[src/rtl/cmd_axis_upsizer.sv]
// cmd_axis_upsizer: packs RATIO narrow AXI-Stream beats into one wide command
// word (little-endian, beat 0 in the LSBs). It builds per-byte tkeep for short
// or partial packets, discards whole packets while disabled, and keeps
// saturating packet, drop and partial counters.
module cmd_axis_upsizer #(
    parameter int S_DWIDTH  = 32,
    parameter int RATIO     = 6,
    parameter int CNT_WIDTH = 16
) (
    input  logic                         axi_tclk,
    input  logic                         axi_treset,
    input  logic                         enable,
    input  logic [S_DWIDTH-1:0]          s_axis_tdata,
    input  logic [S_DWIDTH/8-1:0]        s_axis_tkeep,
    input  logic                         s_axis_tvalid,
    input  logic                         s_axis_tlast,
    output logic                         s_axis_tready,
    output logic [S_DWIDTH*RATIO-1:0]    m_axis_tdata,
    output logic [S_DWIDTH*RATIO/8-1:0]  m_axis_tkeep,
    output logic                         m_axis_tvalid,
    output logic                         m_axis_tlast,
    input  logic                         m_axis_tready,
    output logic [CNT_WIDTH-1:0]         pkt_count,
    output logic [CNT_WIDTH-1:0]         drop_count,
    output logic [CNT_WIDTH-1:0]         partial_count
);

    localparam int SK       = S_DWIDTH / 8;
    localparam int M_DWIDTH = S_DWIDTH * RATIO;
    localparam int MK       = M_DWIDTH / 8;
    localparam int BW       = (RATIO > 1) ? $clog2(RATIO) : 1;
    localparam logic [BW-1:0]        LAST_SLOT = BW'(RATIO - 1);
    localparam logic [CNT_WIDTH-1:0] CNT_MAX   = '1;
    localparam logic [SK-1:0]        KEEP_FULL = '1;

    typedef enum logic {
        MODE_DROP = 1'b0,
        MODE_PASS = 1'b1
    } mode_t;

    mode_t                 mode_q;
    logic                  in_pkt_q;
    logic [BW-1:0]         beat_cnt_q;
    logic [M_DWIDTH-1:0]   acc_data_q, acc_data_d;
    logic [MK-1:0]         acc_keep_q, acc_keep_d;
    logic [M_DWIDTH-1:0]   m_data_q;
    logic [MK-1:0]         m_keep_q;
    logic                  m_valid_q;
    logic                  m_last_q;
    logic [CNT_WIDTH-1:0]  pkt_cnt_q, drop_cnt_q, partial_cnt_q;

    logic                  pass_eff;
    logic                  s_ready;
    logic                  beat_acc;
    logic                  m_take;
    logic                  at_last_slot;
    logic                  complete;
    logic [SK-1:0]         beat_keep;
    logic                  pkt_inc, drop_inc, partial_inc;

    // Between packets the mode follows enable directly, so the first beat of a
    // packet is handled with the freshly sampled value; mid-packet the latched
    // mode holds. This also makes the reset value of mode_q irrelevant.
    assign pass_eff     = in_pkt_q ? (mode_q == MODE_PASS) : enable;
    assign s_ready      = pass_eff ? (~m_valid_q | m_axis_tready) : 1'b1;
    assign beat_acc     = s_axis_tvalid & s_ready;
    assign m_take       = m_valid_q & m_axis_tready;
    assign at_last_slot = (beat_cnt_q == LAST_SLOT);
    assign complete     = beat_acc & pass_eff & (at_last_slot | s_axis_tlast);
    assign beat_keep    = s_axis_tlast ? s_axis_tkeep : KEEP_FULL;

    assign pkt_inc      = m_take & m_last_q;
    assign drop_inc     = beat_acc & ~pass_eff & s_axis_tlast;
    assign partial_inc  = complete & s_axis_tlast & (~at_last_slot | (s_axis_tkeep != KEEP_FULL));

    // Accumulator merged with the current beat in slot beat_cnt.
    always_comb begin
        acc_data_d = acc_data_q;
        acc_keep_d = acc_keep_q;
        for (int i = 0; i < RATIO; i++) begin
            if (beat_cnt_q == BW'(i)) begin
                acc_data_d[i*S_DWIDTH +: S_DWIDTH] = s_axis_tdata;
                acc_keep_d[i*SK +: SK]             = beat_keep;
            end
        end
    end

    // Packet tracking, packing and the registered master output stage.
    always_ff @(posedge axi_tclk or posedge axi_treset) begin
        if (axi_treset) begin
            mode_q     <= MODE_DROP;
            in_pkt_q   <= 1'b0;
            beat_cnt_q <= '0;
            acc_data_q <= '0;
            acc_keep_q <= '0;
            m_data_q   <= '0;
            m_keep_q   <= '0;
            m_valid_q  <= 1'b0;
            m_last_q   <= 1'b0;
        end else begin
            if (beat_acc) begin
                in_pkt_q <= ~s_axis_tlast;
                if (!in_pkt_q) begin
                    mode_q <= enable ? MODE_PASS : MODE_DROP;
                end
            end

            if (beat_acc && pass_eff) begin
                if (complete) begin
                    beat_cnt_q <= '0;
                    acc_data_q <= '0;
                    acc_keep_q <= '0;
                end else begin
                    beat_cnt_q <= beat_cnt_q + 1'b1;
                    acc_data_q <= acc_data_d;
                    acc_keep_q <= acc_keep_d;
                end
            end

            // A completing beat can only be accepted when the output slot is
            // free or being taken, so the back-to-back load simply wins.
            if (complete) begin
                m_data_q  <= acc_data_d;
                m_keep_q  <= acc_keep_d;
                m_last_q  <= s_axis_tlast;
                m_valid_q <= 1'b1;
            end else if (m_take) begin
                m_valid_q <= 1'b0;
            end
        end
    end

    // Saturating statistics counters.
    always_ff @(posedge axi_tclk or posedge axi_treset) begin
        if (axi_treset) begin
            pkt_cnt_q     <= '0;
            drop_cnt_q    <= '0;
            partial_cnt_q <= '0;
        end else begin
            if (pkt_inc && (pkt_cnt_q != CNT_MAX)) begin
                pkt_cnt_q <= pkt_cnt_q + 1'b1;
            end
            if (drop_inc && (drop_cnt_q != CNT_MAX)) begin
                drop_cnt_q <= drop_cnt_q + 1'b1;
            end
            if (partial_inc && (partial_cnt_q != CNT_MAX)) begin
                partial_cnt_q <= partial_cnt_q + 1'b1;
            end
        end
    end

    assign s_axis_tready = s_ready;
    assign m_axis_tdata  = m_data_q;
    assign m_axis_tkeep  = m_keep_q;
    assign m_axis_tvalid = m_valid_q;
    assign m_axis_tlast  = m_last_q;
    assign pkt_count     = pkt_cnt_q;
    assign drop_count    = drop_cnt_q;
    assign partial_count = partial_cnt_q;

endmodule

[config.mk]
export PLATFORM = sky130hd
export DESIGN_NAME = cmd_axis_upsizer
export DESIGN_NICKNAME = d
export VERILOG_FILES = /design/src/rtl/cmd_axis_upsizer.sv
export SDC_FILE = /design/constraint.sdc
export NUM_CORES = 1
export LEC_CHECK = 0
export CORE_MARGIN = 5
export CORE_UTILIZATION = 54
export CTS_CLUSTER_DIAMETER = 120
export DETAILED_ROUTE_END_ITERATION = 7
export GPL_ROUTABILITY_DRIVEN = 1
export HOLD_SLACK_MARGIN = 0.12
export PLACE_DENSITY = 0.88
export SLEW_MARGIN = 10
export SYNTH_ARGS = -nofsm -noshare
export SYNTH_HDL_FRONTEND = slang
export SYNTH_SLANG_ARGS = --single-unit
[constraint.sdc]
create_clock -name axi_tclk -period 22 [get_ports axi_tclk]
set_input_delay 4.4 -clock axi_tclk [delete_from_list [all_inputs] [get_ports axi_tclk]]
set_output_delay 4.4 -clock axi_tclk [all_outputs]
set_load 0.005 [all_outputs]
==> summary.md <==
| Metric | Value |
|---|---|
| Met2 GRT Util | between 40% and 50% |
| Vias per std cell | about 6.0 |
| Post-synth EDFFs | 0 |
| Core box area | 0.0366 sq mm |
| Latest clock arrival within the worst-skew pair | 570 ps |
| Setup CP Type | input pin to output port |
| Leakage power | ~11 nW |
| R2r startpoint | beat_cnt_q[0] |
| Clock Sinks | between 400 and 500 |
| Final hold vios | 0 |
| Die ar. | approximately 0.04 sq mm |
| Routed WL | between 50000 and 60000 um |
| Hold depth | 1 |
| Worst Hold End | acc_keep_q[4] |
| IO Pins | ~310 |
| Worst setup margin | around 12000 ps |
| N_diodes | 0 |
| Fin nets | ~2100 |
| Adder-cell share of the synthesized area | less than 1% |
| Avg Synthesized Cell Area | ~11 sq um |
| Outcome | completed |
| Max-Cap Viols | 0 |
| Post-CTS resize count | 0 |
| First-iteration detailed-routing DRC count | between 1000 and 1500 |
| Share of total power in the clock network | roughly a quarter |
| IO buf count | 308 |
| P_int | ~2.2 mW |
| Part of the power in combinational logic | a little under a third |
| Htree depth | 2 |
| Inserted Clock Buffers | 48 |
| Synth Area in Simple Gates | 12.0% |
| Startpoint types | input pin |
| GR Util All Layers | about 28% |
| Sequential share of power | between 40% and 50% |
| Register area share after synthesis | between 60 and 70% |
| Peak Freq | slightly below 100 MHz |
| GR Overflow Total | 0 |
| Min Tclk post-route | between 10000 and 15000 ps |
| FF-to-FF End | m_axis_tdata[110] |
| Setup TNS | 0 ps |
| CTS tree | done |
| Largest net degree at the start of global routing | 138 |
| Yosys warns | 0 |
| Site Rows | 70 |
| Maximum buffer depth of the clock tree | 3 |
| First-pass GRT wire length | about 90000 um |
| Fill count | around 2600 |
| 1st-pass router iterations | 5 |
| Setup repair after global routing missed its margin | no |
| Synth Area in XOR/XNOR | under 10% |
| Netlist cell types | 46 |
| Post-synthesis compound-gate area fraction | between 10% and 20% |
| Largest family of logic cells by synthesized area | compound AO/OA/AOI/OAI gates |
| Gpl congestion | around 0.86 |
| Layout area overhead | 23.5% |
| Critical Path RT | 17600 ps |
| Dpl hpwl | roughly 36000 um |
| Worst Path Arrival | a little under 6000 ps |
| Synthesized area | 0.0201 sq mm |
| Worst-Margin Slew | between 1000 and 1500 ps |
| CTS Hold Bufs | 0 |
| Pre-CTS setup slack | 11830 ps |
| Worst reg2reg setup slack | ~18000 ps |
| Layer with the highest usage | met2 |
| R2R depth | 6 |
| Post-CTS setup buffer count | 0 |
| Avg WL per Cell | roughly 22 um |
| Slew HR | approximately 17% |
| Via count | around 15000 |
| CP max FO | 7 |
| Final Slew Violations | 0 |
| Worst-path clk slew | about 60 ps |
| DRC | 0 |
| Worst hold path class | flip-flop to flip-flop |
| Endpoints failing setup | 0 |
| Pwr per Cell Area | roughly 130 mW/mm^2 |
| Mux contribution to synthesized area | 6.63% |
| Worst setup EP type | output port |
| Hold path startpoint | acc_keep_q[4] |
| Vias in the first global route | ~16000 |
| Die H | about 200 um |
| Die X | between 200 and 250 um |
| M3 GR Usage | 6.87% |
| DRT antenna net count | 0 |
| Ys flop type | dfrtp_1 |
| Worst vdd ir | between 0.07 and 0.08 mV |
| Initial Util | ~55% |
| Worst Skew | around 9.4 ps |
| Final worst path period share | 46.2% |
| Seq cells post-synth | between 400 and 500 |
| Sw frac | between 30% and 40% |
| GR Util met1 | 37.9% |
| FFs w/ async S/R, synth | between 90% and 100% |
| Initial antenna violation count | 0 |
| Root Driver | clkbuf_16 |
| Fraction of layout cells with a size suffix above 1 | 5.71% |
| Syn Nets | approximately 1900 |
| Cells after Synth | about 1800 |
| Sw Pwr | 0.997 mW |
==> cell usage in the layout, fill, tap and decap left out, types with 3 or more instances in the layout <==
cell | netlist | final
a21o_1 | 5 | 5
clkbuf_16 | 0 | 49
nor3_1 | 6 | 6
nand4_1 | 12 | 12
mux2i_1 | 128 | 128
nor2b_1 | 9 | 6
o21ai_0 | 166 | 166
inv_1 | 10 | 9
clkdlybuf4s50_1 | 0 | 308
xor2_1 | 14 | 14
and4_1 | 4 | 4
nand3_1 | 23 | 23
clkbuf_1 | 89 | 12
a22o_1 | 160 | 160
clkinv_2 | 0 | 7
ha_1 | 8 | 7
nor2_1 | 118 | 116
a21oi_1 | 14 | 14
buf_4 | 20 | 16
nand2_2 | 0 | 3
xnor2_1 | 28 | 28
nor2_4 | 0 | 3
nand2_1 | 327 | 323
and3_1 | 11 | 10
a31oi_1 | 69 | 69
o21a_1 | 3 | 3
clkbuf_8 | 0 | 12
dfrtp_1 | 487 | 487
nor2b_4 | 1 | 4
o21ai_4 | 0 | 4
mux2_2 | 3 | 3
and2_1 | 42 | 41
clkinvlp_4 | 0 | 3
==> worst max-delay path, stage by stage <==
cell,delay (ps)
clkdlybuf4s50_1,440
mux2_4,330
nand2_1,90
clkdlybuf4s50_1,500
==> synthesized netlist by cell type (all sizes together) (3+ instances only) <==
library cell | n | area (sq um)
nand2 | 327 | 1230
a21oi | 14 | 70.1
xnor2 | 28 | 245
o21a | 3 | 22.5
nand3 | 23 | 115
inv | 10 | 37.5
nor3 | 6 | 30.0
a21o | 5 | 37.5
and3 | 11 | 68.8
dfrtp | 487 | 12200
mux2 | 4 | 48.8
buf | 66 | 409
nand4 | 12 | 75.1
a31oi | 69 | 432
and2 | 43 | 272
clkbuf | 89 | 334
ha | 8 | 100
and4 | 4 | 35.0
o21ai | 170 | 858
a22o | 160 | 1400
nor2 | 120 | 455
mux2i | 128 | 1280
xor2 | 14 | 123
nor2b | 10 | 70.1
==> metrics by stage <==
stage / total power, mW / hold slack (ps) / utilization (%) / cells / area (sq um)
6_report: 3.15 / 480 / 67.7 / 2551 / 24800
5_1_grt: 3.32 / 496 / 67.7 / 2551 / 24800
4_1_cts: 3.16 / 479 / 67.7 / 2551 / 24800
3_5_place_dp: 2.34 / 462 / 63.4 / 2464 / 23200
3_3_place_gp: 2.30 / 455 / 63.4 / 2464 / 23200
2_1_floorplan: 1.78 / 444 / - / 1827 / 20100
==> metal layers <==
metal | vias up | wire length (um) | part of all wire (%)
met2 | 715 | 27000 | 48
met4 | 0 | 1180 | 2.1
li1 | 6739 | - | -
met5 | - | 0 | 0
met1 | 7728 | 23400 | 41
met3 | 92 | 5150 | 9.1
==> kinds of logic (layout without fill, tap and decap cells) <==
kind of cell / after synthesis / count (layout)
compound gates: 428 / 428
xor+xnor: 42 / 42
fa+ha+maj: 8 / 8
buf+inv: 165 / 421
flops: 487 / 487
mux: 132 / 132
simple gates: 565 / 565
==> cell type report <==
type	count	area [sq um]	area share, %
clock buffers	73	1440	5.80
well taps	468	586	2.36
clock inverters	14	114	0.460
repair buffers	324	3200	12.9
inverters	10	45.0	0.182
flip-flops and latches	487	12200	49.2
multi-input cells	1175	7210	29.1
==> power by group through the flow <==
stage                     Sequential [mW]  Clock (mW)  Combinational [mW]
after detailed placement             1.35           0               0.992
after global placement               1.34           0               0.956
after floorplan                      1.32           0               0.459
after CTS                            1.34       0.819                1.00
final                                1.35       0.809               0.990
after global routing                 1.38       0.859                1.08
==> state kept, by name, indices dropped and copies added, names as in the netlist, 3 cells and up <==
| register | cells |
|---|---|
| acc_data_q | 192 |
| acc_keep_q | 24 |
| beat_cnt_q | 3 |
| drop_count | 16 |
| m_axis_tdata | 192 |
| m_axis_tkeep | 24 |
| partial_count | 16 |
| pkt_count | 16 |
==> worst max-delay path by stage <==
stage	depth (start not counted)	from	endpoint
CTS	4	enable	s_axis_tready
floorplan	1	axi_treset	acc_data_q[0]
finish	4	enable	s_axis_tready
global route	4	enable	s_axis_tready
global placement	4	enable	s_axis_tready
detailed placement	4	enable	s_axis_tready
No activity file was read; power rests on OpenSTA's default activity.
